### src/rtl/sl_ctrl_pkg.sv
// Shared types and constants for the anode front-end slow-control JTAG block.
// TAP state encoding is the one reported on the State port.
package sl_ctrl_pkg;

  localparam int IR_W   = 6;
  localparam int N_ADC  = 5;
  localparam int N_DAC  = 4;
  localparam int N_SB   = 42;
  localparam int N_GR   = 7;
  localparam int N_STRP = 6;
  localparam int DR_W   = N_SB;
  localparam int LEN_W  = 6;

  typedef enum logic [3:0] {
    ST_EX2DR   = 4'h0,
    ST_EX1DR   = 4'h1,
    ST_SHDR    = 4'h2,
    ST_PAUSEDR = 4'h3,
    ST_SELIR   = 4'h4,
    ST_UPDDR   = 4'h5,
    ST_CAPDR   = 4'h6,
    ST_SELDR   = 4'h7,
    ST_EX2IR   = 4'h8,
    ST_EX1IR   = 4'h9,
    ST_SHIR    = 4'hA,
    ST_PAUSEIR = 4'hB,
    ST_RTI     = 4'hC,
    ST_UPDIR   = 4'hD,
    ST_CAPIR   = 4'hE,
    ST_TLR     = 4'hF
  } tap_state_e;

  localparam logic [IR_W-1:0] OP_TP_DAC  = 6'h01;
  localparam logic [IR_W-1:0] OP_PD_TP   = 6'h02;
  localparam logic [IR_W-1:0] OP_TP_GR   = 6'h04;
  localparam logic [IR_W-1:0] OP_TP_STRP = 6'h06;
  localparam logic [IR_W-1:0] OP_DAC0    = 6'h08;
  localparam logic [IR_W-1:0] OP_RS_DAC  = 6'h0C;
  localparam logic [IR_W-1:0] OP_ADC0    = 6'h10;
  localparam logic [IR_W-1:0] OP_STANDBY = 6'h15;
  localparam logic [IR_W-1:0] OP_BYPASS  = 6'h3F;

  localparam logic [IR_W-1:0] IR_CAPTURE = 6'b000001;

  localparam logic              PD_TP_RST   = 1'b0;
  localparam logic [N_GR-1:0]   TP_GR_RST   = '0;
  localparam logic [N_STRP-1:0] TP_STRP_RST = '0;
  localparam logic [N_DAC-1:0]  RS_DAC_RST  = '1;
  localparam logic [N_SB-1:0]   SB_RST      = '0;

  // Active DR length for an opcode; anything without its own register is bypass.
  function automatic logic [LEN_W-1:0] dr_len(input logic [IR_W-1:0] op);
    case (op)
      OP_PD_TP:   dr_len = 6'd1;
      OP_TP_GR:   dr_len = 6'd7;
      OP_TP_STRP: dr_len = 6'd6;
      OP_RS_DAC:  dr_len = 6'd4;
      OP_STANDBY: dr_len = 6'd42;
      default:    dr_len = 6'd1;
    endcase
  endfunction

endpackage

### src/rtl/sl_ctrl_jtag_tap.sv
// IEEE 1149.1 TAP controller with 6-bit instruction register.
// state      | meaning
// TLR  (F)   | test-logic-reset, IR forced to BYPASS
// RTI  (C)   | run-test/idle
// SelDR(7)   | select DR scan
// CapDR(6)   | capture DR
// ShDR (2)   | shift DR
// Ex1DR(1)   | exit1 DR
// PauDR(3)   | pause DR
// Ex2DR(0)   | exit2 DR
// UpdDR(5)   | update DR
// SelIR(4)   | select IR scan
// CapIR(E)   | capture IR (loads 000001)
// ShIR (A)   | shift IR, TDI into MSB
// Ex1IR(9)   | exit1 IR
// PauIR(B)   | pause IR
// Ex2IR(8)   | exit2 IR
// UpdIR(D)   | update IR from shift register
module sl_ctrl_jtag_tap
  import sl_ctrl_pkg::*;
(
  input  logic            clk_i,
  input  logic            rst_n_i,
  input  logic            tms_i,
  input  logic            tdi_i,
  output tap_state_e      state_o,
  output logic [IR_W-1:0] ir_o,
  output logic            ir_sr_lsb_o
);

  tap_state_e      state_q, state_d;
  logic [IR_W-1:0] ir_q, ir_d;
  logic [IR_W-1:0] ir_sr_q, ir_sr_d;

  always_ff @(posedge clk_i) begin
    if (!rst_n_i) begin
      state_q <= ST_TLR;
      ir_q    <= OP_BYPASS;
      ir_sr_q <= IR_CAPTURE;
    end else begin
      state_q <= state_d;
      ir_q    <= ir_d;
      ir_sr_q <= ir_sr_d;
    end
  end

  always_comb begin
    state_d = state_q;
    case (state_q)
      ST_TLR:     state_d = tms_i ? ST_TLR   : ST_RTI;
      ST_RTI:     state_d = tms_i ? ST_SELDR : ST_RTI;
      ST_SELDR:   state_d = tms_i ? ST_SELIR : ST_CAPDR;
      ST_CAPDR:   state_d = tms_i ? ST_EX1DR : ST_SHDR;
      ST_SHDR:    state_d = tms_i ? ST_EX1DR : ST_SHDR;
      ST_EX1DR:   state_d = tms_i ? ST_UPDDR : ST_PAUSEDR;
      ST_PAUSEDR: state_d = tms_i ? ST_EX2DR : ST_PAUSEDR;
      ST_EX2DR:   state_d = tms_i ? ST_UPDDR : ST_SHDR;
      ST_UPDDR:   state_d = tms_i ? ST_SELDR : ST_RTI;
      ST_SELIR:   state_d = tms_i ? ST_TLR   : ST_CAPIR;
      ST_CAPIR:   state_d = tms_i ? ST_EX1IR : ST_SHIR;
      ST_SHIR:    state_d = tms_i ? ST_EX1IR : ST_SHIR;
      ST_EX1IR:   state_d = tms_i ? ST_UPDIR : ST_PAUSEIR;
      ST_PAUSEIR: state_d = tms_i ? ST_EX2IR : ST_PAUSEIR;
      ST_EX2IR:   state_d = tms_i ? ST_UPDIR : ST_SHIR;
      ST_UPDIR:   state_d = tms_i ? ST_SELDR : ST_RTI;
      default:    state_d = ST_TLR;
    endcase
  end

  always_comb begin
    ir_d    = ir_q;
    ir_sr_d = ir_sr_q;
    case (state_q)
      ST_TLR:   ir_d    = OP_BYPASS;
      ST_CAPIR: ir_sr_d = IR_CAPTURE;
      ST_SHIR:  ir_sr_d = {tdi_i, ir_sr_q[IR_W-1:1]};
      ST_UPDIR: ir_d    = ir_sr_q;
      default:  ;
    endcase
  end

  assign state_o     = state_q;
  assign ir_o        = ir_q;
  assign ir_sr_lsb_o = ir_sr_q[0];

endmodule

### src/rtl/sl_ctrl.sv
// Slow-control top: JTAG TAP, control data registers, TDO mux and
// falling-edge gating of the serial DAC/ADC ports.
module sl_ctrl
  import sl_ctrl_pkg::*;
(
  input  logic              TCK,
  input  logic              TRST_N,
  input  logic              TMS,
  input  logic              TDI,
  output logic              TDO,
  output logic              Din_TP,
  output logic              Clk_TP,
  output logic              CS_TP_N,
  output logic              PD_TP_N,
  output logic [N_ADC-1:0]  Din_ADC,
  input  logic [N_ADC-1:0]  Dout_ADC,
  output logic [N_ADC-1:0]  Clk_ADC,
  output logic [N_ADC-1:0]  CS_ADC_N,
  output logic [N_DAC-1:0]  Din_DAC,
  output logic [N_DAC-1:0]  Clk_DAC,
  output logic [N_DAC-1:0]  CS_DAC_N,
  output logic [N_DAC-1:0]  RS_DAC_N,
  output logic [N_SB-1:0]   Stand_By_N,
  output logic [N_GR-1:0]   TP_Gr_En,
  output logic [N_STRP-1:0] TP_Strp_En,
  output logic [IR_W-1:0]   OpCode,
  output logic [3:0]        State,
  output logic [7:0]        Future
);

  tap_state_e      tap_state;
  logic [IR_W-1:0] ir;
  logic            ir_sr_lsb;

  sl_ctrl_jtag_tap u_tap (
    .clk_i       (TCK),
    .rst_n_i     (TRST_N),
    .tms_i       (TMS),
    .tdi_i       (TDI),
    .state_o     (tap_state),
    .ir_o        (ir),
    .ir_sr_lsb_o (ir_sr_lsb)
  );

  logic              pd_tp_n_q, pd_tp_n_d;
  logic [N_GR-1:0]   tp_gr_en_q, tp_gr_en_d;
  logic [N_STRP-1:0] tp_strp_en_q, tp_strp_en_d;
  logic [N_DAC-1:0]  rs_dac_n_q, rs_dac_n_d;
  logic [N_SB-1:0]   stand_by_n_q, stand_by_n_d;
  logic [DR_W-1:0]   dr_sr_q, dr_sr_d;
  logic [DR_W-1:0]   cap_val;
  logic [LEN_W-1:0]  dr_msb;

  assign dr_msb = dr_len(ir) - 6'd1;

  always_comb begin
    cap_val = '0;
    case (ir)
      OP_PD_TP:   cap_val[0]           = pd_tp_n_q;
      OP_TP_GR:   cap_val[N_GR-1:0]    = tp_gr_en_q;
      OP_TP_STRP: cap_val[N_STRP-1:0]  = tp_strp_en_q;
      OP_RS_DAC:  cap_val[N_DAC-1:0]   = rs_dac_n_q;
      OP_STANDBY: cap_val[N_SB-1:0]    = stand_by_n_q;
      default:    cap_val              = '0;
    endcase
  end

  // Registers share one shift chain; TDI enters at the top of the active length.
  always_comb begin
    pd_tp_n_d    = pd_tp_n_q;
    tp_gr_en_d   = tp_gr_en_q;
    tp_strp_en_d = tp_strp_en_q;
    rs_dac_n_d   = rs_dac_n_q;
    stand_by_n_d = stand_by_n_q;
    dr_sr_d      = dr_sr_q;
    case (tap_state)
      ST_TLR: begin
        pd_tp_n_d    = PD_TP_RST;
        tp_gr_en_d   = TP_GR_RST;
        tp_strp_en_d = TP_STRP_RST;
        rs_dac_n_d   = RS_DAC_RST;
        stand_by_n_d = SB_RST;
      end
      ST_CAPDR: dr_sr_d = cap_val;
      ST_SHDR: begin
        dr_sr_d         = dr_sr_q >> 1;
        dr_sr_d[dr_msb] = TDI;
      end
      ST_UPDDR: begin
        case (ir)
          OP_PD_TP:   pd_tp_n_d    = dr_sr_q[0];
          OP_TP_GR:   tp_gr_en_d   = dr_sr_q[N_GR-1:0];
          OP_TP_STRP: tp_strp_en_d = dr_sr_q[N_STRP-1:0];
          OP_RS_DAC:  rs_dac_n_d   = dr_sr_q[N_DAC-1:0];
          OP_STANDBY: stand_by_n_d = dr_sr_q[N_SB-1:0];
          default:    ;
        endcase
      end
      default: ;
    endcase
  end

  always_ff @(posedge TCK) begin
    if (!TRST_N) begin
      pd_tp_n_q    <= PD_TP_RST;
      tp_gr_en_q   <= TP_GR_RST;
      tp_strp_en_q <= TP_STRP_RST;
      rs_dac_n_q   <= RS_DAC_RST;
      stand_by_n_q <= SB_RST;
      dr_sr_q      <= '0;
    end else begin
      pd_tp_n_q    <= pd_tp_n_d;
      tp_gr_en_q   <= tp_gr_en_d;
      tp_strp_en_q <= tp_strp_en_d;
      rs_dac_n_q   <= rs_dac_n_d;
      stand_by_n_q <= stand_by_n_d;
      dr_sr_q      <= dr_sr_d;
    end
  end

  logic             shdr;
  logic             sel_tp_q, sel_tp_d;
  logic [N_DAC-1:0] sel_dac_q, sel_dac_d;
  logic [N_ADC-1:0] sel_adc_q, sel_adc_d;
  logic [N_ADC-1:0] adc_hit;
  logic             tdo_q, tdo_d;

  assign shdr = (tap_state == ST_SHDR);

  always_comb begin
    sel_dac_d = '0;
    adc_hit   = '0;
    sel_tp_d  = shdr && (ir == OP_TP_DAC);
    for (int k = 0; k < N_DAC; k++) begin
      sel_dac_d[k] = shdr && (ir == (OP_DAC0 + IR_W'(k)));
    end
    for (int k = 0; k < N_ADC; k++) begin
      adc_hit[k] = (ir == (OP_ADC0 + IR_W'(k)));
    end
    sel_adc_d = adc_hit & {N_ADC{shdr}};
  end

  always_comb begin
    tdo_d = tdo_q;
    if (tap_state == ST_TLR) begin
      tdo_d = 1'b0;
    end else if (tap_state == ST_SHIR) begin
      tdo_d = ir_sr_lsb;
    end else if (shdr) begin
      tdo_d = (|adc_hit) ? |(Dout_ADC & adc_hit) : dr_sr_q[0];
    end
  end

  // Selects change only while TCK is low, so TCK & sel cannot glitch.
  always_ff @(negedge TCK) begin
    sel_tp_q  <= sel_tp_d;
    sel_dac_q <= sel_dac_d;
    sel_adc_q <= sel_adc_d;
    tdo_q     <= tdo_d;
  end

  assign TDO        = tdo_q;
  assign Din_TP     = TDI;
  assign Clk_TP     = TCK & sel_tp_q;
  assign CS_TP_N    = ~sel_tp_q;
  assign PD_TP_N    = pd_tp_n_q;
  assign Din_ADC    = {N_ADC{TDI}};
  assign Clk_ADC    = {N_ADC{TCK}} & sel_adc_q;
  assign CS_ADC_N   = ~sel_adc_q;
  assign Din_DAC    = {N_DAC{TDI}};
  assign Clk_DAC    = {N_DAC{TCK}} & sel_dac_q;
  assign CS_DAC_N   = ~sel_dac_q;
  assign RS_DAC_N   = rs_dac_n_q;
  assign Stand_By_N = stand_by_n_q;
  assign TP_Gr_En   = tp_gr_en_q;
  assign TP_Strp_En = tp_strp_en_q;
  assign OpCode     = ir;
  assign State      = tap_state;
  assign Future     = 8'h00;

endmodule

### config.mk
export PLATFORM = sky130hd
export DESIGN_NAME = sl_ctrl
export DESIGN_NICKNAME = d
export VERILOG_FILES = /design/src/rtl/sl_ctrl_pkg.sv /design/src/rtl/sl_ctrl_jtag_tap.sv /design/src/rtl/sl_ctrl.sv
export SDC_FILE = /design/constraint.sdc
export NUM_CORES = 1
export LEC_CHECK = 0
export BUFFER_PORTS_ARGS = -buffer_cell sky130_fd_sc_hd__buf_2
export CORE_MARGIN = 4
export CORE_UTILIZATION = 56
export CTS_CLUSTER_DIAMETER = 200
export DETAILED_ROUTE_END_ITERATION = 10
export PLACE_DENSITY = 0.81
export SYNTH_ARGS = -nofsm -noshare
export SYNTH_HDL_FRONTEND = slang
export SYNTH_SLANG_ARGS = --single-unit
### constraint.sdc
create_clock -name TCK -period 3.7 [get_ports TCK]
set_input_delay 0.74 -clock TCK [delete_from_list [all_inputs] [get_ports TCK]]
set_output_delay 0.74 -clock TCK [all_outputs]
set_load 0.005 [all_outputs]
==> results of run 1 <==
power breakdown:
part           switching, mW  internal [mW]
registers             0.0212           1.41
clock network          0.798          0.920
logic                  0.242         0.0927
cell usage after synthesis (all sizes together) (3+ instances only):
library cell | instances | area [sq um]
a32oi | 3 | 26.3
o31ai | 30 | 225
nor3 | 16 | 80.1
or4 | 3 | 22.5
dfxtp | 129 | 2580
and3 | 4 | 25.0
buf | 43 | 254
nand2b | 3 | 18.8
a31oi | 6 | 37.5
nand3 | 46 | 230
nor4b | 3 | 32.5
mux2 | 4 | 45.0
nand2 | 115 | 432
and2 | 51 | 319
a22oi | 5 | 37.5
nor3b | 5 | 37.5
a21boi | 37 | 278
a21o | 4 | 30.0
mux2i | 3 | 30.0
a21oi | 47 | 235
a41oi | 6 | 52.6
a22o | 6 | 52.6
nor2 | 68 | 255
inv | 15 | 56.3
o211a | 3 | 30.0
nor2b | 14 | 87.6
nand4 | 3 | 18.8
o21ai | 47 | 235
o211ai | 3 | 22.5
clkbuf | 40 | 150
or3 | 3 | 18.8
what timing repair did:
item	CTS	global route
pin swaps	1	2
resized for setup	7	16
endpoints found under the setup margin	6	20
endpoints found under the hold margin	0	0
flip-flops by register name (all words and copies together) (netlist names):
register / cells
PD_TP_N: 1
RS_DAC_N: 4
Stand_By_N: 42
TDO: 1
TP_Gr_En: 7
TP_Strp_En: 6
dr_sr_q: 42
sel_adc_q: 5
sel_dac_q: 4
sel_tp_q: 1
u_tap.ir_o: 6
u_tap.ir_sr_q: 6
u_tap.state_o: 4
per-stage QoR:
| stage | TNS (ps) | util |
|---|---|---|
| after floorplan | 0 | - |
| after global placement | -102 | 0.620 |
| after detailed placement | -194 | 0.620 |
| after CTS | 0 | 0.679 |
| after global routing | -74.3 | 0.680 |
| final | 0 | 0.680 |
metal layers:
metal  track usage  vias up
li1              -     2903
met1         0.313     2865
met2         0.453      238
met4         0.130        0
met3        0.0738       40
met5             0        -
logic make-up after synthesis:
logic type               Yosys count  synth area share
XOR/XNOR                           3           0.00425
adder cells (fa/ha/maj)            1           0.00202
buffers and inverters             99            0.0751
flip-flops                       129             0.418
AND/OR/NAND/NOR                  340             0.263
other                              1          0.000606
multiplexers                       8            0.0158
AO/OA/AOI/OAI                    209             0.221
worst reg2reg max path, delay by kind of cell, from the launching register on:
| kind | cells | cell delay, ps |
|---|---|---|
| DFF | 1 | 420 |
| AOI/OAI and AO/OA | 3 | 590 |
| muxes | 1 | 530 |
worst paths after layout:
| kind | depth (start not counted) | slack (ps) | from | end |
|---|---|---|---|---|
| worst min register to register | 2 | 460 | TDO$_SDFFE_NP0P_ | TDO$_SDFFE_NP0P_ |
| worst max register to register | 4 | 160 | u_tap.ir_o[0]$_SDFFE_PN1P_ | TDO$_SDFFE_NP0P_ |
| worst min-delay path | 2 | 460 | TDO$_SDFFE_NP0P_ | TDO$_SDFFE_NP0P_ |
| worst max-delay path | 3 | 30 | sel_tp_q$_DFF_N_ | Clk_TP |
layout make-up:
class                      count  area [sq um]
clock inverter                35           195
tap                          140           175
inverter                      15          56.3
sequential                   129          2590
fill                         891          3470
timing repair buffer         121           661
clock buffer                  28           489
multi-input combinational    569          3200
==> run_summary.xml, run 1 <==
<?xml version="1.0" encoding="UTF-8"?>
<metrics>
  <group name="floorplanning">
    <metric name="design.die.area" unit="sq mm">0.0128</metric>
    <metric name="std_cell_rows" unit="">38</metric>
    <metric name="floorplan.initialDensity" unit="">0.571</metric>
    <metric name="io-pin-count" unit="">118</metric>
    <metric name="die_width" unit="microns">113</metric>
    <metric name="core" unit="sq mm">0.0108</metric>
    <metric name="chipHeight" unit="microns">113</metric>
  </group>
  <group name="place">
    <metric name="worst_case_setup_slack_after_placement" unit="ps">-194</metric>
    <metric name="place_area" unit="sq mm">0.00672</metric>
    <metric name="io_buffer_count" unit="">109</metric>
    <metric name="placed_cells_incl_taps" unit="">985</metric>
    <metric name="hpwlAfterDp" unit="microns">10600</metric>
    <metric name="routabilityCongestion" unit="">0.893</metric>
  </group>
  <group name="logic_synthesis">
    <metric name="synth-seq-cells" unit="">129</metric>
    <metric name="warnings_synthesis" unit="">0</metric>
    <metric name="syn_area" unit="sq mm">0.00618</metric>
    <metric name="synth-edff-count" unit="">0</metric>
    <metric name="synth_cell_types" unit="">56</metric>
    <metric name="post_synth_inst_count" unit="">790</metric>
    <metric name="asyncSetResetFlopFracSynth" unit="">0</metric>
    <metric name="syn_area_per_cell" unit="sq um">7.83</metric>
    <metric name="synth.yosys.seq_area_share" unit="">0.418</metric>
    <metric name="yosys_most_used_dff" unit="">sky130_fd_sc_hd__dfxtp_1</metric>
  </group>
  <group name="grt">
    <metric name="grt.total_usage" unit="">0.268</metric>
    <metric name="grt_antenna_before_repair" unit="">0</metric>
    <metric name="globalRouteOverflowTotal" unit="">0</metric>
    <metric name="first_global_vias" unit="">5906</metric>
    <metric name="grt_first_pass_wirelength" unit="microns">27900</metric>
    <metric name="grt_max_degree" unit="">46</metric>
  </group>
  <group name="setup_path">
    <metric name="critical_path.startpoint_type" unit="">flop</metric>
    <metric name="maximum_fanout_along_the_worst_path" unit="">2</metric>
    <metric name="critical_path.cell_chain" unit="">inv_2 -&gt; nor2_2 -&gt; buf_2</metric>
    <metric name="endpoint_kind" unit="">primary output</metric>
    <metric name="required_time_worst_endpoint" unit="ps">2960</metric>
    <metric name="cp.buffers_inverters" unit="">2</metric>
    <metric name="cpPeakStageDelay" unit="ps">320</metric>
    <metric name="slowest_stage" unit="">sky130_fd_sc_hd__dfxtp_2</metric>
    <metric name="criticalPathCategory" unit="">flop to primary output</metric>
    <metric name="cp_top_family" unit="">flip-flops</metric>
    <metric name="critPathArrivalTime" unit="ps">2930</metric>
  </group>
  <group name="finish">
    <metric name="highest_count_cells_in_the_layout_ignoring_fill_and_taps" unit="">sky130_fd_sc_hd__dfxtp_1, sky130_fd_sc_hd__nand2_1, sky130_fd_sc_hd__buf_2, sky130_fd_sc_hd__nor2_1, sky130_fd_sc_hd__and2_1</metric>
    <metric name="layout-drive-gt1-share" unit="">0.219</metric>
    <metric name="num-nets-final" unit="">894</metric>
    <metric name="final_common_cell" unit="">sky130_fd_sc_hd__dfxtp_1</metric>
    <metric name="finalNonFillerCells" unit="">1037</metric>
    <metric name="antenna_cells" unit="">0</metric>
    <metric name="area.growth.synth_to_final" unit="%">19.2</metric>
    <metric name="finalInstanceArea" unit="sq mm">0.00737</metric>
  </group>
  <group name="cts">
    <metric name="clk_path_buf_depth" unit="">2</metric>
    <metric name="postCtsSetupBuffers" unit="">0</metric>
    <metric name="cts_tree" unit="">yes</metric>
    <metric name="clock_tree.root_cell" unit="">sky130_fd_sc_hd__clkbuf_8</metric>
    <metric name="clk_latency" unit="ps">540</metric>
    <metric name="cts_hold_repair.buffers" unit="">0</metric>
    <metric name="cts.clk_slew.worst_paths" unit="ps">40</metric>
    <metric name="htree_levels" unit="">4</metric>
    <metric name="cts_inserted_buffers" unit="">17</metric>
  </group>
  <group name="drt">
    <metric name="met3_wirelength" unit="microns">1150</metric>
    <metric name="dr.first_iter.drc_count" unit="">545</metric>
    <metric name="drc" unit="">0</metric>
    <metric name="iteration_count_of_the_initial_detailed_routing_pass" unit="">5</metric>
    <metric name="wl_met1" unit="microns">6990</metric>
    <metric name="route.vias.total" unit="">6046</metric>
    <metric name="drtAntennaViolNets" unit="">0</metric>
    <metric name="routedWlPerCell" unit="microns">16.4</metric>
    <metric name="vias_per_cell" unit="">5.83</metric>
    <metric name="detailroute.wirelength.met2" unit="microns">8440</metric>
    <metric name="routed.top_layer" unit="">met4</metric>
    <metric name="detail_route.wirelength" unit="microns">17000</metric>
  </group>
  <group name="power_and_ir_drop">
    <metric name="power_leakage" unit="nW">3.04</metric>
    <metric name="power.density" unit="mW/mm^2">472</metric>
    <metric name="finalPower" unit="mW">3.48</metric>
    <metric name="vdd_ir_drop_max" unit="mV">0.553</metric>
  </group>
  <group name="timing">
    <metric name="rsz0062_at_grt" unit="">yes</metric>
    <metric name="slew_headroom" unit="">0.290</metric>
    <metric name="setup-violations-final" unit="">0</metric>
    <metric name="report.final.slew_viol_count" unit="">0</metric>
    <metric name="skew" unit="ps">32.8</metric>
    <metric name="actual_slew_at_the_worst_max_slew_pin" unit="ps">1060</metric>
    <metric name="hold-worst-slack" unit="ps">462</metric>
    <metric name="hold_viol_final" unit="">0</metric>
    <metric name="post-route-worst-setup-slack" unit="ps">33.1</metric>
  </group>
  <group name="run_status">
    <metric name="outcome" unit="">finished, final reports clean</metric>
  </group>
  <group name="worst_hold_path">
    <metric name="min_delay_worst_type" unit="">flop to flop</metric>
  </group>
  <group name="run">
    <metric name="drv.max_cap_violation_count" unit="">0</metric>
  </group>
</metrics>
No activity file was read; power rests on OpenSTA's default activity.
==> run 2, diff against run 1 <==
- ABC_AREA: default -> 1
- CORE_UTILIZATION: 56 -> 55
- PLACE_DENSITY: 0.81 -> 0.8
==> run 2 against run 1 <==
Net effect: the run now ends with negative setup slack left; clock power is essentially flat; wire length down 5.3%; synthesized cell count increased by 5.6%; sequential cell count unchanged; power rose by 68%; largest power group is now registers; via count fell by 1.6%; register-to-register slack gained 30 ps; clock skew fell by 16 ps; critical path type unchanged; worst setup slack worse by 71 ps; critical path depth unchanged; cell area shrank 2.7%.
==> run_summary.xml, run 2 <==
<?xml version="1.0" encoding="UTF-8"?>
<metrics>
  <group name="run_status">
    <metric name="outcome" unit="">finished, violations left</metric>
    <metric name="violations" unit="">negative setup slack</metric>
  </group>
  <group name="logic_synthesis">
    <metric name="synthDominantCellAreaShare" unit="">0.428</metric>
    <metric name="synth_top_area_cell" unit="">sky130_fd_sc_hd__dfxtp_1</metric>
    <metric name="synth_cell_types" unit="">34</metric>
    <metric name="synth.yosys.seq_area_share" unit="">0.428</metric>
    <metric name="post_synth_inst_count" unit="">834</metric>
    <metric name="warnings_synthesis" unit="">0</metric>
    <metric name="synth-seq-cells" unit="">129</metric>
    <metric name="synth-edff-count" unit="">0</metric>
    <metric name="syn_area_per_cell" unit="sq um">7.24</metric>
    <metric name="synth.cells.most_frequent" unit="">sky130_fd_sc_hd__dfxtp_1, sky130_fd_sc_hd__o21ai_0, sky130_fd_sc_hd__nand2_1</metric>
    <metric name="synthMostInstantiatedCell" unit="">sky130_fd_sc_hd__dfxtp_1</metric>
    <metric name="asyncSetResetFlopFracSynth" unit="">0</metric>
    <metric name="yosys_most_used_dff" unit="">sky130_fd_sc_hd__dfxtp_1</metric>
    <metric name="syn_area" unit="sq mm">0.00604</metric>
    <metric name="synth_area_leaders" unit="">sky130_fd_sc_hd__dfxtp_1, sky130_fd_sc_hd__o21ai_0, sky130_fd_sc_hd__a21oi_1, sky130_fd_sc_hd__nand2_1, sky130_fd_sc_hd__inv_1</metric>
  </group>
  <group name="drt">
    <metric name="drc" unit="">0</metric>
    <metric name="routedWlPerCell" unit="microns">14.9</metric>
    <metric name="route.vias.total" unit="">5950</metric>
    <metric name="drtAntennaViolNets" unit="">0</metric>
    <metric name="dr.first_iter.drc_count" unit="">542</metric>
    <metric name="iteration_count_of_the_initial_detailed_routing_pass" unit="">6</metric>
    <metric name="vias_per_cell" unit="">5.52</metric>
    <metric name="detail_route.wirelength" unit="microns">16100</metric>
  </group>
  <group name="finish">
    <metric name="final_common_cell" unit="">sky130_fd_sc_hd__o21ai_0</metric>
    <metric name="final-seq-area" unit="sq mm">0.00259</metric>
    <metric name="antenna_cells" unit="">0</metric>
    <metric name="layout-drive-gt1-share" unit="">0.223</metric>
    <metric name="utilization" unit="">0.682</metric>
    <metric name="multi_input_area" unit="sq mm">0.00274</metric>
    <metric name="highest_count_cells_in_the_layout_ignoring_fill_and_taps" unit="">sky130_fd_sc_hd__o21ai_0, sky130_fd_sc_hd__dfxtp_1, sky130_fd_sc_hd__buf_2, sky130_fd_sc_hd__nand2_1, sky130_fd_sc_hd__a21oi_1</metric>
    <metric name="finalNonFillerCells" unit="">1078</metric>
    <metric name="num-nets-final" unit="">938</metric>
    <metric name="fillerInstances" unit="">903</metric>
    <metric name="area.growth.synth_to_final" unit="%">18.8</metric>
    <metric name="finalInstanceArea" unit="sq mm">0.00717</metric>
  </group>
  <group name="power_and_ir_drop">
    <metric name="power_leakage" unit="nW">3.17</metric>
    <metric name="vdd_ir_drop_max" unit="mV">0.508</metric>
    <metric name="power.density" unit="mW/mm^2">814</metric>
    <metric name="share_of_total_power_in_combinational_logic" unit="">0.335</metric>
    <metric name="power_frac_seq" unit="">0.367</metric>
    <metric name="power_frac_clock" unit="">0.297</metric>
    <metric name="finalPower" unit="mW">5.84</metric>
    <metric name="sw_frac_of_total" unit="">0.391</metric>
    <metric name="total_switching_power" unit="mW">2.28</metric>
    <metric name="internal" unit="mW">3.56</metric>
  </group>
  <group name="worst_hold_path">
    <metric name="min_delay_worst_type" unit="">input pin to flop</metric>
  </group>
  <group name="grt">
    <metric name="globalRouteOverflowTotal" unit="">0</metric>
    <metric name="grtUsageMet1" unit="">0.318</metric>
    <metric name="grt_busiest_layer" unit="">met2</metric>
    <metric name="grt_antenna_before_repair" unit="">0</metric>
    <metric name="first_global_vias" unit="">5407</metric>
    <metric name="met2_usage" unit="">0.383</metric>
    <metric name="grt.total_usage" unit="">0.251</metric>
    <metric name="grt_first_pass_wirelength" unit="microns">25800</metric>
    <metric name="grt_max_degree" unit="">78</metric>
    <metric name="grt_use_met3" unit="">0.0840</metric>
  </group>
  <group name="place">
    <metric name="io_buffer_count" unit="">109</metric>
    <metric name="hpwlAfterDp" unit="microns">10100</metric>
    <metric name="placed_cells_incl_taps" unit="">1031</metric>
    <metric name="place_area" unit="sq mm">0.00649</metric>
    <metric name="routabilityCongestion" unit="">0.937</metric>
  </group>
  <group name="timing">
    <metric name="setup-violations-final" unit="">18</metric>
    <metric name="skew" unit="ps">16.3</metric>
    <metric name="rsz0062_at_grt" unit="">yes</metric>
    <metric name="totalNegativeSetupSlack" unit="ps">-133</metric>
    <metric name="hold_viol_final" unit="">0</metric>
    <metric name="report.final.slew_viol_count" unit="">0</metric>
    <metric name="slew_headroom" unit="">0.453</metric>
    <metric name="post-route-worst-setup-slack" unit="ps">-37.6</metric>
    <metric name="actual_slew_at_the_worst_max_slew_pin" unit="ps">819</metric>
  </group>
  <group name="cts">
    <metric name="cts_tree" unit="">yes</metric>
    <metric name="clk_latency" unit="ps">630</metric>
    <metric name="postCtsSetupBuffers" unit="">0</metric>
    <metric name="cts_hold_repair.buffers" unit="">0</metric>
    <metric name="cts.clk_slew.worst_paths" unit="ps">50</metric>
  </group>
  <group name="setup_path">
    <metric name="criticalPathCategory" unit="">flop to primary output</metric>
    <metric name="cpPeakStageDelay" unit="ps">340</metric>
    <metric name="slowest_stage" unit="">sky130_fd_sc_hd__dfxtp_2</metric>
    <metric name="maximum_fanout_along_the_worst_path" unit="">2</metric>
    <metric name="cp_top_family" unit="">flip-flops</metric>
    <metric name="endpoint_kind" unit="">primary output</metric>
    <metric name="critical_path.cell_chain" unit="">nand2_2 -&gt; inv_2 -&gt; buf_2</metric>
    <metric name="critical_path.startpoint_type" unit="">flop</metric>
    <metric name="required_time_worst_endpoint" unit="ps">2960</metric>
    <metric name="cp.buffers_inverters" unit="">2</metric>
    <metric name="critPathArrivalTime" unit="ps">3000</metric>
  </group>
  <group name="floorplanning">
    <metric name="chipHeight" unit="microns">113</metric>
    <metric name="io-pin-count" unit="">118</metric>
    <metric name="die_width" unit="microns">113</metric>
    <metric name="std_cell_rows" unit="">37</metric>
    <metric name="core" unit="sq mm">0.0105</metric>
    <metric name="design.die.area" unit="sq mm">0.0127</metric>
    <metric name="floorplan.initialDensity" unit="">0.575</metric>
  </group>
  <group name="run">
    <metric name="drv.max_cap_violation_count" unit="">0</metric>
  </group>
</metrics>
[run 2: cell count changes in the layout (fill, tap and decap cells not counted), moves of 18 or more]
cell	previous run	this run
sky130_fd_sc_hd__a211oi_1	1	19
sky130_fd_sc_hd__o31ai_1	30	0
sky130_fd_sc_hd__o21ai_0	47	127
sky130_fd_sc_hd__inv_1	26	96
sky130_fd_sc_hd__a21boi_0	35	0
sky130_fd_sc_hd__a21oi_1	47	105
sky130_fd_sc_hd__and2_1	50	0
[run 2: area by class of cell]
type,count,area share
tap,136,0.0237
sequential,129,0.362
clock inverter,34,0.0265
inverter,91,0.0476
timing repair buffer,110,0.0823
multi-input combinational,544,0.382
clock buffer,34,0.0762
[run 2: worst paths after layout]
kind | start | end | slack, ps | depth (start not counted)
hold reg to reg | PD_TP_N$_SDFFE_PN0P_ | PD_TP_N$_SDFFE_PN0P_ | 460 | 2
setup reg to reg | u_tap.ir_o[2]$_SDFFE_PN1P_ | TDO$_SDFFE_NP0P_ | 190 | 9
hold / removal | TDI | u_tap.ir_sr_q[5]$_SDFFE_PN0N_ | 460 | 3
setup / recovery | sel_dac_q[2]$_DFF_N_ | Clk_DAC[2] | -40 | 3
[run 2: kinds of logic (layout without fill, tap and decap cells)]
family	count (synthesis)	count (layout)	synth area share
simple gates	245	245	0.175
flops	129	129	0.428
buf+inv	168	269	0.126
fa+ha+maj	1	1	0.00207
compound gates	290	290	0.269
other cells	1	8	0.000621
[run 2: stage by stage]
step	setup slack, ps	hold WS [ps]
2_1_floorplan	540	450
3_3_place_gp	392	451
3_5_place_dp	367	456
4_1_cts	-59.3	429
5_1_grt	-90.1	477
6_report	-37.6	460
[run 2: routing by layer]
| metal | wire length, microns | vias up |
|---|---|---|
| met5 | 0 | - |
| met4 | 334 | 0 |
| met3 | 1420 | 27 |
| met2 | 7280 | 248 |
| met1 | 7030 | 2726 |
| li1 | - | 2949 |
[run 2: worst min-delay path, cell delays in order]
cell and delay, ps:
sky130_fd_sc_hd__buf_2 160, sky130_fd_sc_hd__nand2_1 80, sky130_fd_sc_hd__a21oi_1 50
[run 2: power groups by stage]
| stage | clock network, mW | logic [mW] | registers [mW] |
|---|---|---|---|
| finish | 1.74 | 1.96 | 2.14 |
| global route | 1.83 | 2.22 | 2.21 |
| CTS | 1.75 | 1.96 | 2.14 |
| detailed placement | 0.0216 | 1.94 | 2.16 |
| global placement | 0.0216 | 1.92 | 2.15 |
| floorplan | 0.0471 | 1.32 | 2.14 |
[run 2: timing repair]
item                                    in CTS  in global routing
resized for setup                           13                  8
pin swaps                                    7                  0
endpoints found under the setup margin      25                 27
==> run 3, diff against run 2 <==
- SETUP_SLACK_MARGIN: default -> 0.02
==> run 3 against run 2 <==
Net effect: sequential cell count is the same; via count is 0.69% higher; core utilization rose by 0.095 points; critical path depth unchanged; sequential power barely moved; wire length down 0.11%; worst setup slack worse by 1.2 ps; final cell count is the same; the flow still finishes with violations (negative setup slack); power hardly changed; cell area up 0.14%; sequential share of layout area about the same.
==> run_summary.xml, run 3 (same netlist as run 2, synthesis figures left out) <==
<?xml version="1.0" encoding="UTF-8"?>
<metrics>
  <group name="run_status">
    <metric name="outcome" unit="">finished, violations left</metric>
    <metric name="violations" unit="">negative setup slack</metric>
  </group>
  <group name="setup_path">
    <metric name="ff2ff_path_depth" unit="">9</metric>
    <metric name="critical_path.startpoint_type" unit="">flop</metric>
    <metric name="maximum_fanout_along_the_worst_path" unit="">2</metric>
    <metric name="ff2ff_setup_slack" unit="ps">260</metric>
    <metric name="endpoint_kind" unit="">primary output</metric>
    <metric name="critPathArrivalTime" unit="ps">3000</metric>
    <metric name="endpoint_of_the_worst_setup_timing_path" unit="">Clk_DAC[2]</metric>
    <metric name="required_time_worst_endpoint" unit="ps">2960</metric>
    <metric name="crit_path_start" unit="">sel_dac_q[2]$_DFF_N_</metric>
    <metric name="crit-reg2reg-launch" unit="">u_tap.ir_o[3]$_SDFFE_PN1P_</metric>
    <metric name="criticalPathCategory" unit="">flop to primary output</metric>
    <metric name="timing.rr.end" unit="">TDO$_SDFFE_NP0P_</metric>
  </group>
  <group name="finish">
    <metric name="fillerInstances" unit="">903</metric>
    <metric name="highest_count_cells_in_the_layout_ignoring_fill_and_taps" unit="">sky130_fd_sc_hd__o21ai_0, sky130_fd_sc_hd__dfxtp_1, sky130_fd_sc_hd__nand2_1, sky130_fd_sc_hd__a21oi_1, sky130_fd_sc_hd__buf_2</metric>
    <metric name="antenna_cells" unit="">0</metric>
    <metric name="utilization" unit="">0.683</metric>
    <metric name="final-seq-area" unit="sq mm">0.00260</metric>
    <metric name="layout-drive-gt1-share" unit="">0.226</metric>
    <metric name="finalNonFillerCells" unit="">1078</metric>
    <metric name="finalInstanceArea" unit="sq mm">0.00718</metric>
    <metric name="area.growth.synth_to_final" unit="%">18.9</metric>
    <metric name="final_common_cell" unit="">sky130_fd_sc_hd__o21ai_0</metric>
    <metric name="num-nets-final" unit="">938</metric>
    <metric name="multi_input_area" unit="sq mm">0.00274</metric>
  </group>
  <group name="place">
    <metric name="routabilityCongestion" unit="">0.937</metric>
    <metric name="placed_cells_incl_taps" unit="">1031</metric>
    <metric name="worst_case_setup_slack_after_placement" unit="ps">367</metric>
    <metric name="place_area" unit="sq mm">0.00649</metric>
    <metric name="io_buffer_count" unit="">109</metric>
    <metric name="hpwlAfterDp" unit="microns">10100</metric>
  </group>
  <group name="cts">
    <metric name="clk_latency" unit="ps">620</metric>
    <metric name="cts_tree" unit="">yes</metric>
    <metric name="cts.clk_slew.worst_paths" unit="ps">60</metric>
    <metric name="cts_hold_repair.buffers" unit="">0</metric>
  </group>
  <group name="power_and_ir_drop">
    <metric name="finalPower" unit="mW">5.84</metric>
    <metric name="power.density" unit="mW/mm^2">813</metric>
    <metric name="power_leakage" unit="nW">3.18</metric>
    <metric name="vdd_ir_drop_max" unit="mV">0.509</metric>
  </group>
  <group name="drt">
    <metric name="routedWlPerCell" unit="microns">14.9</metric>
    <metric name="iteration_count_of_the_initial_detailed_routing_pass" unit="">5</metric>
    <metric name="vias_per_cell" unit="">5.56</metric>
    <metric name="drc" unit="">0</metric>
    <metric name="dr.first_iter.drc_count" unit="">507</metric>
    <metric name="drtAntennaViolNets" unit="">0</metric>
    <metric name="route.vias.total" unit="">5991</metric>
    <metric name="detail_route.wirelength" unit="microns">16100</metric>
  </group>
  <group name="timing">
    <metric name="setup-violations-final" unit="">16</metric>
    <metric name="hold-worst-slack" unit="ps">462</metric>
    <metric name="report.final.slew_viol_count" unit="">0</metric>
    <metric name="rsz0062_at_grt" unit="">yes</metric>
    <metric name="skew" unit="ps">14.5</metric>
    <metric name="totalNegativeSetupSlack" unit="ps">-117</metric>
    <metric name="hold_viol_final" unit="">0</metric>
    <metric name="slew_headroom" unit="">0.452</metric>
    <metric name="actual_slew_at_the_worst_max_slew_pin" unit="ps">821</metric>
    <metric name="post-route-worst-setup-slack" unit="ps">-38.8</metric>
  </group>
  <group name="floorplanning">
    <metric name="io-pin-count" unit="">118</metric>
    <metric name="floorplan.initialDensity" unit="">0.575</metric>
    <metric name="std_cell_rows" unit="">37</metric>
    <metric name="design.die.area" unit="sq mm">0.0127</metric>
    <metric name="chipHeight" unit="microns">113</metric>
    <metric name="core" unit="sq mm">0.0105</metric>
    <metric name="die_width" unit="microns">113</metric>
  </group>
  <group name="run">
    <metric name="drv.max_cap_violation_count" unit="">0</metric>
  </group>
  <group name="grt">
    <metric name="grt.total_usage" unit="">0.251</metric>
    <metric name="grt_first_pass_wirelength" unit="microns">25800</metric>
    <metric name="first_global_vias" unit="">5407</metric>
    <metric name="grt_max_degree" unit="">78</metric>
    <metric name="globalRouteOverflowTotal" unit="">0</metric>
    <metric name="grt_antenna_before_repair" unit="">0</metric>
  </group>
  <group name="worst_hold_path">
    <metric name="min_delay_worst_type" unit="">input pin to flop</metric>
  </group>
</metrics>
==> run 3: timing repair <==
| item | in CTS | in global routing |
|---|---|---|
| buffers inserted | 0 | 0 |
| hold endpoints to repair | 0 | 0 |
| pin swaps | 7 | 0 |
| gates resized for setup | 13 | 12 |
| endpoints found under the setup margin | 30 | 32 |
==> run 3: layout make-up <==
cell class,instances,share of cell area
inverters,91,0.0476
multi-input cells,544,0.382
well taps,136,0.0237
clock buffers,34,0.0761
repair buffers,110,0.0831
flip-flops and latches,129,0.361
clock inverters,34,0.0265
==> run 3: power by group <==
group / internal, mW / switching, mW / total, mW
combinational: 0.710 / 1.25 / 1.96
sequential: 1.83 / 0.315 / 2.14
clock: 1.02 / 0.710 / 1.73
total: 3.56 / 2.28 / 5.84
==> run 3: how the worst min path moves through the flow <==
stage | slack [ps] | start | endpoint | cells after the start
after floorplan | 450 | u_tap.ir_sr_q[2]$_SDFFE_PN0N_ | u_tap.ir_sr_q[1]$_SDFFE_PN0N_ | 2
after global placement | 450 | PD_TP_N$_SDFFE_PN0P_ | PD_TP_N$_SDFFE_PN0P_ | 2
after detailed placement | 460 | PD_TP_N$_SDFFE_PN0P_ | PD_TP_N$_SDFFE_PN0P_ | 2
after CTS | 430 | TMS | u_tap.state_o[2]$_SDFF_PN1_ | 3
after global routing | 480 | TMS | u_tap.state_o[2]$_SDFF_PN1_ | 3
final | 460 | TDI | u_tap.ir_sr_q[5]$_SDFFE_PN0N_ | 3
==> run 3: worst max-delay path: stages (launching register included) <==
cell and delay [ps]:
sky130_fd_sc_hd__dfxtp_2 340, sky130_fd_sc_hd__nand2_2 60, sky130_fd_sc_hd__inv_2 40, sky130_fd_sc_hd__buf_2 90
==> run 3: per-layer routing <==
metal | vias to the layer above | share of wire | global-route usage
met5 | - | 0 | 0
met4 | 0 | 0.021 | 0.121
met3 | 28 | 0.088 | 0.0840
met2 | 263 | 0.45 | 0.383
met1 | 2741 | 0.44 | 0.318
li1 | 2959 | - | -
